## src/rtl/pipe_stall_ctrl_if.sv

```systemverilog
// ---------------------------------------------------------------------------
// pipe_stall_ctrl_if
//   Bundles the hazard-detection inputs, the data-memory handshake and the
//   per-pipeline-register strobes that the stall controller exchanges with
//   the datapath.
//
//   master modport : the stall controller (reads hazard/memory status,
//                    drives enables, flushes, dmem_req and status)
//   slave modport  : the datapath side (drives hazard/memory status,
//                    consumes enables, flushes, dmem_req and status)
//
//   Signals
//     ID_rs, ID_rt      source registers of the instruction in ID
//     EX_MemRead        instruction in EX is a load
//     EX_wreg           destination register of the instruction in EX
//     EX_br_taken       branch/jump in EX resolved taken
//     MEM_MemRead       load in MEM
//     MEM_MemWrite      store in MEM
//     dmem_ready        data memory completes its access this cycle
//     dmem_req          data memory access request
//     PC_en .. MEM_WB_en                      register load enables
//     IF_ID_flush, ID_EX_flush, MEM_WB_flush  load a bubble
//     mem_err           sticky memory-timeout flag
//     stall_cnt         saturating count of cycles with PC_en low
// ---------------------------------------------------------------------------
interface pipe_stall_ctrl_if #(
   parameter int STALL_W = 16
);
   logic [4:0]         ID_rs;
   logic [4:0]         ID_rt;
   logic               EX_MemRead;
   logic [4:0]         EX_wreg;
   logic               EX_br_taken;
   logic               MEM_MemRead;
   logic               MEM_MemWrite;
   logic               dmem_ready;
   logic               dmem_req;
   logic               PC_en;
   logic               IF_ID_en;
   logic               ID_EX_en;
   logic               EX_MEM_en;
   logic               MEM_WB_en;
   logic               IF_ID_flush;
   logic               ID_EX_flush;
   logic               MEM_WB_flush;
   logic               mem_err;
   logic [STALL_W-1:0] stall_cnt;

   // The controller observes hazards and memory status and drives the strobes
   modport master (
      input  ID_rs, ID_rt, EX_MemRead, EX_wreg, EX_br_taken,
      input  MEM_MemRead, MEM_MemWrite, dmem_ready,
      output dmem_req, PC_en, IF_ID_en, ID_EX_en, EX_MEM_en, MEM_WB_en,
      output IF_ID_flush, ID_EX_flush, MEM_WB_flush, mem_err, stall_cnt
   );

   // The datapath reports hazards and memory status and obeys the strobes
   modport slave (
      output ID_rs, ID_rt, EX_MemRead, EX_wreg, EX_br_taken,
      output MEM_MemRead, MEM_MemWrite, dmem_ready,
      input  dmem_req, PC_en, IF_ID_en, ID_EX_en, EX_MEM_en, MEM_WB_en,
      input  IF_ID_flush, ID_EX_flush, MEM_WB_flush, mem_err, stall_cnt
   );
endinterface

```

## src/rtl/pipe_stall_ctrl.sv

```systemverilog
// ---------------------------------------------------------------------------
// pipe_stall_ctrl
//   Central stall/flush sequencer for the IF_ID, ID_EX, EX_MEM and MEM_WB
//   pipeline registers of a 5-stage pipeline. It freezes the pipeline while
//   the data memory is busy, squashes the two younger instructions on a taken
//   branch, and inserts one bubble for a load-use hazard. A sticky flag
//   records a memory access that never completed, and a saturating counter
//   tallies the cycles in which the PC was held.
//
//   Ports
//     clk   in   rising-edge clock
//     rst   in   asynchronous reset, active-high
//     bus   master modport of pipe_stall_ctrl_if (hazard inputs, memory
//           handshake, register enables/flushes, mem_err, stall_cnt)
//
//   Parameters
//     MAX_WAIT  cycles allowed in MEM_WAIT before declaring a timeout (>=2)
//     WAIT_W    width of the wait counter, must hold MAX_WAIT
//     STALL_W   width of the saturating stall-cycle counter
// ---------------------------------------------------------------------------
module pipe_stall_ctrl #(
   parameter int MAX_WAIT = 16,
   parameter int WAIT_W   = 5,
   parameter int STALL_W  = 16
) (
   input logic               clk,
   input logic               rst,
   pipe_stall_ctrl_if.master bus
);

   typedef enum logic {
      RUN,
      MEM_WAIT
   } state_t;

   localparam logic [WAIT_W-1:0] MaxWaitC = WAIT_W'(MAX_WAIT);

   state_t             state_q, state_d;
   logic [WAIT_W-1:0]  waitCnt_q, waitCnt_d;
   logic               memErr_q, memErr_d;
   logic [STALL_W-1:0] stallCnt_q, stallCnt_d;

   logic memOp;
   logic luHaz;
   logic memStall;
   logic dmemReq;
   logic pcEn, ifIdEn, idExEn, exMemEn, memWbEn;
   logic ifIdFlush, idExFlush, memWbFlush;

   // A memory stage access is pending whenever MEM holds a load or a store.
   // A load-use hazard exists when the load in EX writes a real register
   // (never $0) that the instruction in ID wants to read.
   always_comb begin
      memOp = bus.MEM_MemRead | bus.MEM_MemWrite;
      luHaz = bus.EX_MemRead && (bus.EX_wreg != 5'd0) &&
              ((bus.EX_wreg == bus.ID_rs) || (bus.EX_wreg == bus.ID_rt));
   end

   // Next-state and strobe logic. The state only tells us whether we are
   // frozen on an outstanding memory access; everything else is decided from
   // this cycle's inputs so the strobes take effect in the same cycle.
   // Priority is memory freeze, then branch squash, then load-use bubble.
   // Leaving MEM_WAIT (ready or timed out) behaves exactly like a RUN cycle
   // with no memory stall, so branch and load-use get re-evaluated there.
   always_comb begin
      state_d    = state_q;
      waitCnt_d  = waitCnt_q;
      memErr_d   = memErr_q;
      memStall   = 1'b0;
      dmemReq    = 1'b0;
      pcEn       = 1'b1;
      ifIdEn     = 1'b1;
      idExEn     = 1'b1;
      exMemEn    = 1'b1;
      memWbEn    = 1'b1;
      ifIdFlush  = 1'b0;
      idExFlush  = 1'b0;
      memWbFlush = 1'b0;

      case (state_q)
         RUN: begin
            dmemReq = memOp;
            if (memOp && !bus.dmem_ready) begin
               memStall  = 1'b1;
               state_d   = MEM_WAIT;
               waitCnt_d = WAIT_W'(1);
            end
         end
         MEM_WAIT: begin
            dmemReq = 1'b1;
            if (bus.dmem_ready) begin
               state_d   = RUN;
               waitCnt_d = '0;
            end else if (waitCnt_q < MaxWaitC) begin
               memStall  = 1'b1;
               waitCnt_d = waitCnt_q + 1'b1;
            end else begin
               memErr_d  = 1'b1;
               state_d   = RUN;
               waitCnt_d = '0;
            end
         end
         default: begin
            state_d   = RUN;
            waitCnt_d = '0;
         end
      endcase

      if (memStall) begin
         pcEn       = 1'b0;
         ifIdEn     = 1'b0;
         idExEn     = 1'b0;
         exMemEn    = 1'b0;
         memWbFlush = 1'b1;
      end else if (bus.EX_br_taken) begin
         ifIdFlush  = 1'b1;
         idExFlush  = 1'b1;
      end else if (luHaz) begin
         pcEn       = 1'b0;
         ifIdEn     = 1'b0;
         idExFlush  = 1'b1;
      end

      stallCnt_d = stallCnt_q;
      if (!pcEn && (stallCnt_q != '1)) begin
         stallCnt_d = stallCnt_q + 1'b1;
      end
   end

   // State, wait counter, sticky error and stall counter. Reset drops any
   // outstanding access and returns straight to RUN.
   always_ff @(posedge clk or posedge rst) begin
      if (rst) begin
         state_q    <= RUN;
         waitCnt_q  <= '0;
         memErr_q   <= 1'b0;
         stallCnt_q <= '0;
      end else begin
         state_q    <= state_d;
         waitCnt_q  <= waitCnt_d;
         memErr_q   <= memErr_d;
         stallCnt_q <= stallCnt_d;
      end
   end

   // The strobes are combinational, so they are forced low while reset is
   // held; otherwise the RUN defaults would leak out during reset.
   always_comb begin
      bus.dmem_req     = dmemReq    & ~rst;
      bus.PC_en        = pcEn       & ~rst;
      bus.IF_ID_en     = ifIdEn     & ~rst;
      bus.ID_EX_en     = idExEn     & ~rst;
      bus.EX_MEM_en    = exMemEn    & ~rst;
      bus.MEM_WB_en    = memWbEn    & ~rst;
      bus.IF_ID_flush  = ifIdFlush  & ~rst;
      bus.ID_EX_flush  = idExFlush  & ~rst;
      bus.MEM_WB_flush = memWbFlush & ~rst;
      bus.mem_err      = memErr_q;
      bus.stall_cnt    = stallCnt_q;
   end

endmodule

```

## src/flat_wrapper.sv

```systemverilog
// flat-port wrapper written by rule: the top's interface ports become plain ports
module pipe_stall_ctrl_flat 
#(
   parameter int MAX_WAIT = 16,
   parameter int WAIT_W   = 5,
   parameter int STALL_W  = 16
)
  (clk, rst, bus_ID_rs, bus_ID_rt, bus_EX_MemRead, bus_EX_wreg, bus_EX_br_taken, bus_MEM_MemRead, bus_MEM_MemWrite, bus_dmem_ready, bus_dmem_req, bus_PC_en, bus_IF_ID_en, bus_ID_EX_en, bus_EX_MEM_en, bus_MEM_WB_en, bus_IF_ID_flush, bus_ID_EX_flush, bus_MEM_WB_flush, bus_mem_err, bus_stall_cnt);
  pipe_stall_ctrl_if #(.STALL_W(STALL_W)) bus_i ();
  input logic clk;
  input logic rst;
  input wire logic [$bits(bus_i.ID_rs)-1:0] bus_ID_rs;
  input wire logic [$bits(bus_i.ID_rt)-1:0] bus_ID_rt;
  input wire logic [$bits(bus_i.EX_MemRead)-1:0] bus_EX_MemRead;
  input wire logic [$bits(bus_i.EX_wreg)-1:0] bus_EX_wreg;
  input wire logic [$bits(bus_i.EX_br_taken)-1:0] bus_EX_br_taken;
  input wire logic [$bits(bus_i.MEM_MemRead)-1:0] bus_MEM_MemRead;
  input wire logic [$bits(bus_i.MEM_MemWrite)-1:0] bus_MEM_MemWrite;
  input wire logic [$bits(bus_i.dmem_ready)-1:0] bus_dmem_ready;
  output wire logic [$bits(bus_i.dmem_req)-1:0] bus_dmem_req;
  output wire logic [$bits(bus_i.PC_en)-1:0] bus_PC_en;
  output wire logic [$bits(bus_i.IF_ID_en)-1:0] bus_IF_ID_en;
  output wire logic [$bits(bus_i.ID_EX_en)-1:0] bus_ID_EX_en;
  output wire logic [$bits(bus_i.EX_MEM_en)-1:0] bus_EX_MEM_en;
  output wire logic [$bits(bus_i.MEM_WB_en)-1:0] bus_MEM_WB_en;
  output wire logic [$bits(bus_i.IF_ID_flush)-1:0] bus_IF_ID_flush;
  output wire logic [$bits(bus_i.ID_EX_flush)-1:0] bus_ID_EX_flush;
  output wire logic [$bits(bus_i.MEM_WB_flush)-1:0] bus_MEM_WB_flush;
  output wire logic [$bits(bus_i.mem_err)-1:0] bus_mem_err;
  output wire logic [$bits(bus_i.stall_cnt)-1:0] bus_stall_cnt;
  assign bus_i.ID_rs = bus_ID_rs;
  assign bus_i.ID_rt = bus_ID_rt;
  assign bus_i.EX_MemRead = bus_EX_MemRead;
  assign bus_i.EX_wreg = bus_EX_wreg;
  assign bus_i.EX_br_taken = bus_EX_br_taken;
  assign bus_i.MEM_MemRead = bus_MEM_MemRead;
  assign bus_i.MEM_MemWrite = bus_MEM_MemWrite;
  assign bus_i.dmem_ready = bus_dmem_ready;
  assign bus_dmem_req = bus_i.dmem_req;
  assign bus_PC_en = bus_i.PC_en;
  assign bus_IF_ID_en = bus_i.IF_ID_en;
  assign bus_ID_EX_en = bus_i.ID_EX_en;
  assign bus_EX_MEM_en = bus_i.EX_MEM_en;
  assign bus_MEM_WB_en = bus_i.MEM_WB_en;
  assign bus_IF_ID_flush = bus_i.IF_ID_flush;
  assign bus_ID_EX_flush = bus_i.ID_EX_flush;
  assign bus_MEM_WB_flush = bus_i.MEM_WB_flush;
  assign bus_mem_err = bus_i.mem_err;
  assign bus_stall_cnt = bus_i.stall_cnt;
  pipe_stall_ctrl #(.MAX_WAIT(MAX_WAIT), .WAIT_W(WAIT_W), .STALL_W(STALL_W)) u_core (.clk(clk), .rst(rst), .bus(bus_i));
endmodule
```

## config.mk

```make
export PLATFORM = sky130hd
export DESIGN_NAME = pipe_stall_ctrl_flat
export DESIGN_NICKNAME = d
export VERILOG_FILES = /design/src/rtl/pipe_stall_ctrl_if.sv /design/src/rtl/pipe_stall_ctrl.sv /design/src/flat_wrapper.sv
export SDC_FILE = /design/constraint.sdc
export NUM_CORES = 1
export LEC_CHECK = 0
export CAP_MARGIN = 20
export CORE_UTILIZATION = 49
export CTS_BUF_LIST = sky130_fd_sc_hd__clkbuf_8
export DETAILED_ROUTE_END_ITERATION = 12
export GPL_ROUTABILITY_DRIVEN = 0
export PLACE_DENSITY_LB_ADDON = 0.15
export SKIP_CTS_REPAIR_TIMING = 1
export SLEW_MARGIN = 20
export SYNTH_ARGS = -nofsm -noshare
export SYNTH_HDL_FRONTEND = slang
export SYNTH_SLANG_ARGS = --single-unit
```

## constraint.sdc

```tcl
create_clock -name clk -period 5.06 [get_ports clk]
set_clock_uncertainty 0.15 [all_clocks]
set_input_delay 1.012 -clock clk [delete_from_list [all_inputs] [get_ports clk]]
set_output_delay 1.012 -clock clk [all_outputs]
set_load 0.005 [all_outputs]
```

-- Word level (Yosys, flattened, before mapping)
Cells that the tools add are included.
W data, S select, Z words.
- logic and storage cells: 50
- output and inout bits: 26
- flip-flop bits (word level): 23
- input port bits: 22
- reductions and logical operators: 9
- order comparisons: 1
- eq/ne operators: 4
- add/subtract/negate cells: 2
- muxes and demuxes: 19
- bitwise gates (word level): 11
- operators by type and width (operator ; number):
    $add A16 B1 Y16 const B ; 1
    $ne A16 B16 Y1 const B ; 1
    $mux W5 ; 3
    $mux W1 ; 13
    $eq A5 B5 Y1 ; 2
    $pmux W5 S2 ; 1
    $and A1 B1 Y1 ; 6
    $add A5 B1 Y5 const B ; 1
    $lt A5 B5 Y1 const B ; 1
    $reduce_bool A5 Y1 ; 1
    $logic_and A1 B1 Y1 ; 4
    $not A1 Y1 ; 4
    $pmux W1 S2 ; 2
    $reduce_and A3 Y1 ; 1
    $logic_not A1 Y1 ; 2
    $ne A2 B1 Y1 const B ; 1
    $logic_or A1 B1 Y1 ; 1
    $or A1 B1 Y1 ; 1

-- Longest topological paths before layout
Gate-level depths: netlist of the first run.
- depth in word-level cells: 8
- mapped depth: 8
- depth with buffers taken out: 7

-- Least setup slack after synthesis of the first run
Ideal clock, no wire load.
- kind: input -> output
- start: input port bus_EX_wreg[0]
- end: output port bus_PC_en
- required time: 3.898 ns
- setup slack: 1.866 ns
- buffers on the path: 1
- arrival: 2.032 ns
- stages: 4
- cells stage by stage: or4_1 o21ai_2 o31a_1 buf_4
- word-level cells in the longest chain between the ends: 7
- elaborated cells on any way between the ends: 10
- classes of those cells: eq/ne (2); mux (3); bitwise (1); reduce/logical (4)
- RTL lines (what ; line ; text):
    start: declaration ; flat_wrapper.sv:15 ; input wire logic [$bits(bus_i.EX_wreg)-1:0] bus_EX_wreg;
    $eq A5 B5 Y1 / $reduce_bool A5 Y1 (equally long branches) ; pipe_stall_ctrl.sv:56, pipe_stall_ctrl.sv:55 ;
    $logic_or A1 B1 Y1 / $logic_and A1 B1 Y1 (equally long branches) ; pipe_stall_ctrl.sv:56, pipe_stall_ctrl.sv:55 ;
    $logic_and A1 B1 Y1 (*) ; pipe_stall_ctrl.sv:55 ; luHaz = bus.EX_MemRead && (bus.EX_wreg != 5'd0) &&
    $mux W1 (*) (3 in series) ; -- ;
    $and A1 B1 Y1 (*) ; -- ;
    end: declaration ; flat_wrapper.sv:21 ; output wire logic [$bits(bus_i.PC_en)-1:0] bus_PC_en;
Mark *: on every way between the ends. The rest lies on a longest branch, timed or not.

-- Worst setup path after layout of the first run
- start: input port bus_EX_wreg[0]
- end: output port bus_ID_EX_flush
- word-level cells in the longest chain between the ends: 7
- elaborated cells on any way between the ends: 10
- classes of those cells: eq/ne (2); mux (3); bitwise (1); reduce/logical (4)
- RTL lines (what ; line ; text):
    $eq A5 B5 Y1 / $reduce_bool A5 Y1 (equally long branches) ; pipe_stall_ctrl.sv:56, pipe_stall_ctrl.sv:55 ;
    $logic_or A1 B1 Y1 / $logic_and A1 B1 Y1 (equally long branches) ; pipe_stall_ctrl.sv:56, pipe_stall_ctrl.sv:55 ;
    $logic_and A1 B1 Y1 (*) ; pipe_stall_ctrl.sv:55 ;
    $mux W1 (*) ; pipe_stall_ctrl.sv:118 ; end else if (luHaz) begin
    $mux W1 (*) ; pipe_stall_ctrl.sv:115 ; end else if (bus.EX_br_taken) begin
    $mux W1 (*) ; pipe_stall_ctrl.sv:109 ; if (memStall) begin
    $and A1 B1 Y1 (*) ; pipe_stall_ctrl.sv:156 ; bus.ID_EX_flush = idExFlush & ~rst;
    end: declaration ; flat_wrapper.sv:27 ; output wire logic [$bits(bus_i.ID_EX_flush)-1:0] bus_ID_EX_flush;
Marks and branches as above.

==> impl_metrics.ini, run 1 <==
[critical_path]
rr_endpoint = u_core.bus.stall_cnt[15]$_DFFE_PP0P_
crit_arrival_ns = 2.99
cp_max_fo = 3
cp_top_family = buffers and inverters
endpoint_kind = primary output
worst_path_most_repeated_cell = clkdlybuf4s50_1
crit_path_max_incr_delay_ns = 0.58
start_kind = primary input
rr_worst_depth = 7
crit_required_ns = 3.90
critical_path_class = primary input to primary output
regToRegSetupSlack_ns = 3.04
critPathSlowestCell = or4_1
path_cells = clkdlybuf4s50_1 -> or4_1 -> o21ai_2 -> nor2_1 -> o21a_1 -> clkdlybuf4s50_1
cp_num_buf_inv = 2
r2r-start = u_core.bus.stall_cnt[2]$_DFFE_PP0P_

[finish]
post-route-util = 0.733
final_cell_mix = 47 x clkdlybuf4s50_1, 23 x dfrtp_1, 14 x nor2_1, 14 x xor2_1, 12 x nand2_1
antenna_cells = 0
fin_nets = 202
drive_gt1_frac = 0.0847
mostFrequentLayoutCell = clkdlybuf4s50_1
syn_to_final_growth_pct = 41.3

[hold_path]
whs_endpoint = u_core.bus.mem_err$_DFFE_PP0P_
holdPathStages = 1
hp-class = flop to flop
hold_start = u_core.bus.mem_err$_DFFE_PP0P_

[placed_design]
hpwl_microns = 2330
place_ws_ns = 0.895
portBuffers = 47

[logic_synthesis]
yosysWarnings = 0
syn_inst = 128
seq_area_frac_synth = 0.444
syn_area_sq_um = 1300
synth.distinct_cells = 32
yosys_most_used_dff = dfrtp_1
syn_area_per_cell_sq_um = 10.1
synth_edf_count = 0
synthArstFlopShare = 1.00
synth_nets = 152
synth.ff_latch_count = 23

[clock_network]
clockRootBuffer = clkbuf_8
cts.sinks = 23
numCtsBuffers = 3
clk_latency_ns = 0.26
clock_path_buffers = 2
cts_tree = built
clkTransAtPathRegs_ns = 0.08
htree_num_levels = 1

[floorplanning]
pin_count = 48
die_h_microns = 53.5
chipWidth_microns = 53.5
rows = 18
initial_core_util = 0.519
core_sq_um = 2500
die-area_sq_um = 2860

[sta]
fin_crit_sh = 0.820
max-slew-margin-rel = 0.571
rsz0062_at_grt = no
final_hold_viol_count = 0
layout_setup_ws_ns = 0.911
holdWs_ns = 0.323
worst_pin_slew_ns = 0.642
layout_min_cycle_time_ns = 4.15
setup_viol = 0
slew_viol_final = 0
finalSetupTns_ns = 0
fmax_ghz = 0.241

[detailed_routing]
vias_per_cell = 5.18
drt-total-wl_microns = 2910
detail_route.iter0.violations = 16
first_pass_iters = 4
antenna_left = 0
vias = 1072
drc = 0
wl_per_cell_microns = 14.1

[grt]
grt_pass1_vias = 1049
grt_max_degree = 25
antenna_found_initial = 0
grt-ovfl-total = 0
grt_pass1_wl_microns = 4650
grt.total_usage = 0.234

[power_and_ir_drop]
finalPower_uw = 543
ir_drop_uv = 225
p_leak_nw = 0.797
power.density_nw_per_um2 = 296

[job]
maxCapViolations = 0

[status]
status = finished, final reports clean
==> synth_stat cells (2+ instances only) <==
library cell,count,share of area
o21a_1,2,0.012
inv_1,5,0.014
xnor2_1,10,0.067
dfrtp_1,23,0.44
nand3_1,7,0.027
ha_1,2,0.019
nor2_1,14,0.041
nor3_2,3,0.023
nand4_1,4,0.019
a21oi_1,4,0.015
xor2_1,14,0.095
o31a_1,2,0.014
buf_4,2,0.012
and3_1,6,0.029
nand2_1,12,0.035
a22o_1,2,0.014
==> cells by family (layout without fill, tap and decap cells) <==
logic type               count (synthesis)  count (layout)  synth area share
AND/OR/NAND/NOR                         52              52             0.213
XOR/XNOR                                24              24             0.162
flip-flops                              23              23             0.444
AO/OA/AOI/OAI                           18              18             0.119
buffers and inverters                    8              57            0.0347
adder cells (fa/ha/maj)                  2               2            0.0193
multiplexers                             1               1           0.00868
==> worst max-delay path by stage <==
stage / startpoint / end / slack (ns) / cells after the start
6_report: bus_EX_wreg[0] / bus_ID_EX_flush / 0.91 / 6
5_1_grt: bus_EX_wreg[0] / bus_ID_EX_flush / 0.83 / 6
4_1_cts: bus_EX_wreg[0] / bus_ID_EX_flush / 0.89 / 6
3_5_place_dp: bus_EX_wreg[0] / bus_ID_EX_flush / 0.90 / 6
3_3_place_gp: bus_EX_wreg[0] / bus_ID_EX_flush / 0.99 / 6
2_1_floorplan: bus_EX_wreg[0] / bus_PC_en / 1.87 / 4
==> sequential cells by signal, summed over array words and instances (netlist names) <==
| signal | count |
|---|---|
| u_core.bus.stall_cnt | 16 |
| u_core.waitCnt_q | 5 |
| u_core.state_q | 1 |
| u_core.bus.mem_err | 1 |
==> final cells by class <==
cell class	count	area, sq um
Clock inverter	1	5.00
Timing Repair Buffer	48	478
Inverter	5	18.8
Sequential cell	23	576
Clock buffer	3	41.3
Multi-Input combinational cell	97	677
Tap cell	30	37.5
Fill cell	188	667
==> report_power, final <==
group | switching, mW | total, mW | internal (mW)
combinational | 0.0648 | 0.170 | 0.105
sequential | 0.0442 | 0.261 | 0.216
clock | 0.0578 | 0.113 | 0.0549
total | 0.167 | 0.543 | 0.376
==> metal layers <==
layer	wire, microns	part of all wire	up-vias	GRT usage
li1	-	-	540	-
met1	1240	0.43	501	0.275
met2	1500	0.52	27	0.392
met3	132	0.045	4	0.0661
met4	34	0.012	0	0.101
met5	0	0	-	0
==> stage by stage <==
stage	area, sq um	std cells
global route	1830	207
global placement	1790	203
detailed placement	1790	203
CTS	1830	207
finish	1830	207
floorplan	1300	128
Power figures use the tool's default switching activity.
==> run 2, diff against run 1 <==
- CORE_UTILIZATION: 49 -> 41
- clock period: 5.06 -> 3.8 ns (I/O delays scaled with it)
==> impl_metrics.ini, run 2 (same netlist as run 1, synthesis figures left out) <==
[status]
status = finished, final reports clean

[floorplanning]
initial_core_util = 0.429
pin_count = 48
die_h_microns = 58.3
chipWidth_microns = 58.3
rows = 20
core_sq_um = 3030
die-area_sq_um = 3390

[sta]
fmax_ghz = 0.276
setup_viol = 0
layout_setup_ws_ns = 0.179
final_hold_viol_count = 0
fin_crit_sh = 0.953
layout_min_cycle_time_ns = 3.62
worst_pin_slew_ns = 0.588
finalSetupTns_ns = 0
rsz0062_at_grt = no
slew_viol_final = 0
max-slew-margin-rel = 0.607

[finish]
syn_to_final_growth_pct = 42.6
final_cell_mix = 47 x clkdlybuf4s50_1, 23 x dfrtp_1, 14 x nor2_1, 14 x xor2_1, 12 x nand2_1
largest_register_ffs = 16
drive_gt1_frac = 0.0847
fin_cells = 221
design_area_sq_um = 1850
antenna_cells = 0
mostFrequentLayoutCell = clkdlybuf4s50_1
fin_nets = 202
post-route-util = 0.611

[clock_network]
numCtsBuffers = 3
clkTransAtPathRegs_ns = 0.08
htree_num_levels = 1
clock_path_buffers = 2
cts.sinks = 23
clockRootBuffer = clkbuf_8
cts_tree = built
clk_latency_ns = 0.26

[detailed_routing]
drt-total-wl_microns = 2620
antenna_left = 0
vias_per_cell = 5.07
detail_route.iter0.violations = 34
drc = 0
wl_per_cell_microns = 11.9
vias = 1120
first_pass_iters = 4

[power_and_ir_drop]
power.density_nw_per_um2 = 388
clkPwrFrac = 0.211
netSwitchingPower_uw = 218
switching_share = 0.304
pwr-share-seq = 0.479
p_int_uw = 500
power_frac_comb = 0.310
ir_drop_uv = 176
p_leak_nw = 0.797

[critical_path]
crit_arrival_ns = 2.71
start_kind = primary input
crit_required_ns = 2.89
worst_path_most_repeated_cell = clkdlybuf4s50_1
crit_path_max_incr_delay_ns = 0.55
critical_path_class = primary input to primary output
cp_num_buf_inv = 2
path_cells = clkdlybuf4s50_1 -> or4_1 -> o21ai_2 -> nor2_1 -> o21a_1 -> clkdlybuf4s50_1
cp_top_family = buffers and inverters
endpoint_kind = primary output
cp_max_fo = 3
critPathSlowestCell = or4_1

[grt]
antenna_found_initial = 0
grt.total_usage = 0.171
grt-ovfl-total = 0
grt_max_degree = 24
grt_pass1_vias = 1048
grt_pass1_wl_microns = 4390

[placed_design]
portBuffers = 47
dpl_cell_area_sq_um = 1800
post-place-cells = 217
hpwl_microns = 2050
place_ws_ns = 0.157

[hold_path]
hp-class = flop to flop

[job]
maxCapViolations = 0
run 2: cell counts in the layout (fill, tap and decap cells not counted):
No cell type changed its count.
run 2: cell type report:
type | instances | area [sq um]
Clock buffer | 3 | 41.3
Tap cell | 44 | 55.1
Sequential cell | 23 | 576
Fill cell | 267 | 1180
Inverter | 5 | 18.8
Timing Repair Buffer | 48 | 478
Multi-Input combinational cell | 97 | 677
Clock inverter | 1 | 5.00
run 2: power groups by stage:
stage | sequential (mW) | combinational, mW | clock (mW)
floorplan | 0.342 | 0.102 | 0
global placement | 0.347 | 0.219 | 0
detailed placement | 0.349 | 0.226 | 0
CTS | 0.344 | 0.227 | 0.155
global route | 0.353 | 0.246 | 0.163
finish | 0.344 | 0.223 | 0.152
run 2: path summary, 6_finish.rpt:
path | to | cells past startpoint | slack (ns) | from
setup / recovery | bus_ID_EX_flush | 6 | 0.18 | bus_EX_wreg[3]
hold / removal | u_core.bus.mem_err$_DFFE_PP0P_ | 1 | 0.33 | u_core.bus.mem_err$_DFFE_PP0P_
setup reg to reg | u_core.bus.stall_cnt[15]$_DFFE_PP0P_ | 7 | 1.77 | u_core.bus.stall_cnt[2]$_DFFE_PP0P_
hold reg to reg | u_core.bus.mem_err$_DFFE_PP0P_ | 1 | 0.33 | u_core.bus.mem_err$_DFFE_PP0P_
max in group asynchronous | u_core.bus.stall_cnt[6]$_DFFE_PP0P_ | 3 | 2.42 | rst
min in group asynchronous | u_core.bus.stall_cnt[1]$_DFFE_PP0P_ | 3 | 0.85 | rst
run 2: per-layer routing:
metal | up-vias | global-route usage | share of wire
met3 | 4 | 0.0446 | 0.081
met1 | 529 | 0.205 | 0.43
met4 | 0 | 0.0714 | 0.015
li1 | 546 | - | -
met5 | - | 0 | 0
met2 | 41 | 0.289 | 0.48
run 2: through the flow:
| stage | hold slack [ns] | total power, mW |
|---|---|---|
| 6_report | 0.327 | 0.719 |
| 5_1_grt | 0.364 | 0.762 |
| 4_1_cts | 0.336 | 0.726 |
| 3_5_place_dp | 0.311 | 0.575 |
| 3_3_place_gp | 0.307 | 0.565 |
| 2_1_floorplan | 0.312 | 0.445 |
==> run 3, diff against run 2 <==
- RECOVER_POWER: default -> 25
==> impl_metrics.ini, run 3 (same netlist as run 1, synthesis figures left out) <==
[detailed_routing]
vias_per_cell = 5.04
drc = 0
wl_per_cell_microns = 11.9
first_pass_iters = 4
detail_route.iter0.violations = 34
vias = 1114
antenna_left = 0
drt-total-wl_microns = 2630

[hold_path]
holdPathStages = 1
hp-class = flop to flop
whs_endpoint = u_core.bus.mem_err$_DFFE_PP0P_
hold_start = u_core.bus.mem_err$_DFFE_PP0P_

[finish]
final_cell_mix = 46 x clkdlybuf4s50_1, 23 x dfrtp_1, 14 x nor2_1, 14 x xor2_1, 12 x nand2_1
antenna_cells = 0
mostFrequentLayoutCell = clkdlybuf4s50_1
largest_register_ffs = 16
drive_gt1_frac = 0.0791
syn_to_final_growth_pct = 42.3
fin_nets = 202

[sta]
layout_min_cycle_time_ns = 3.62
max-slew-margin-rel = 0.187
rsz0062_at_grt = no
final_hold_viol_count = 0
finalSetupTns_ns = 0
holdWs_ns = 0.327
fmax_ghz = 0.276
fin_crit_sh = 0.953
slew_viol_final = 0
setup_viol = 0
worst_pin_slew_ns = 1.22

[critical_path]
rr_worst_depth = 7
critPathSlowestCell = or4_1
crit_arrival_ns = 2.71
regToRegSetupSlack_ns = 1.77
worst_path_most_repeated_cell = clkdlybuf4s50_1
cp_max_fo = 3
critical_path_class = primary input to primary output
crit_path_max_incr_delay_ns = 0.55
r2r-start = u_core.bus.stall_cnt[2]$_DFFE_PP0P_
path_cells = clkdlybuf4s50_1 -> or4_1 -> o21ai_2 -> nor2_1 -> o21a_1 -> clkdlybuf4s50_1
endpoint_kind = primary output
crit_path_start = bus_EX_wreg[3]
start_kind = primary input
rr_endpoint = u_core.bus.stall_cnt[15]$_DFFE_PP0P_
crit_required_ns = 2.89

[power_and_ir_drop]
p_leak_nw = 0.794
power.density_nw_per_um2 = 389
ir_drop_uv = 176

[floorplanning]
rows = 20
pin_count = 48
die-area_sq_um = 3390
chipWidth_microns = 58.3
core_sq_um = 3030
initial_core_util = 0.429
die_h_microns = 58.3

[clock_network]
clkTransAtPathRegs_ns = 0.08
clock_path_buffers = 2
clk_latency_ns = 0.26
cts.sinks = 23
cts_tree = built
numCtsBuffers = 3
clockRootBuffer = clkbuf_8
htree_num_levels = 1

[status]
status = finished, final reports clean

[job]
maxCapViolations = 0

[placed_design]
portBuffers = 47
hpwl_microns = 2050

[grt]
grt_pass1_wl_microns = 4390
grt.total_usage = 0.171
grt_max_degree = 24
antenna_found_initial = 0
grt-ovfl-total = 0
grt_pass1_vias = 1048
==> run 3: cell types whose count changed in the layout (fill, tap and decap cells not counted) <==
cell | previous run | this run
clkdlybuf4s50_1 | 47 | 46
clkbuf_1 | 0 | 1
dlygate4sd3_1 | 0 | 1
buf_4 | 1 | 0
==> run 3: worst max-delay path by stage <==
stage                 endpoint
3_5_place_dp   bus_ID_EX_flush
4_1_cts        bus_ID_EX_flush
6_report       bus_ID_EX_flush
5_1_grt           bus_IF_ID_en
3_3_place_gp   bus_ID_EX_flush
2_1_floorplan        bus_PC_en
==> run 3: metal layers <==
metal  up-vias  routed length (microns)  GRT usage
li1        548                        -          -
met1       519                     1130      0.205
met2        43                     1240      0.289
met3         4                      213     0.0446
met4         0                       39     0.0714
met5         -                        0          0
==> run 3: layout make-up <==
class,count,area (sq um)
Clock inverter,1,5.00
Sequential cell,23,576
Tap cell,44,55.1
Multi-Input combinational cell,97,677
Clock buffer,3,41.3
Fill cell,269,1180
Inverter,5,18.8
Timing Repair Buffer,48,474
==> run 3: worst max-delay path, delay by kind of cell <==
kind / cells / cell delay [ns]
buffers and inverters: 2 / 0.92
AND/OR/NAND/NOR: 2 / 0.63
AO/OA/AOI/OAI: 2 / 0.40
==> run 3: through the flow <==
step / util / total power [mW] / setup slack [ns] / cell area, sq um / instances
after detailed placement: 0.596 / 0.575 / 0.157 / 1800 / 217
after global routing: 0.610 / 0.761 / 0.0834 / 1850 / 221
after global placement: 0.596 / 0.565 / 0.232 / 1800 / 217
after floorplan: - / 0.445 / 1.11 / 1300 / 128
after CTS: 0.611 / 0.726 / 0.150 / 1850 / 221
final: 0.610 / 0.719 / 0.179 / 1850 / 221
==> run 3: report_power, final <==
part           internal (mW)  leakage, nW  switching (mW)  total (mW)
clock network         0.0732       0.0255          0.0792       0.152
logic                  0.138        0.464          0.0835       0.222
registers              0.288        0.304          0.0565       0.345
total                  0.500        0.794           0.219       0.719
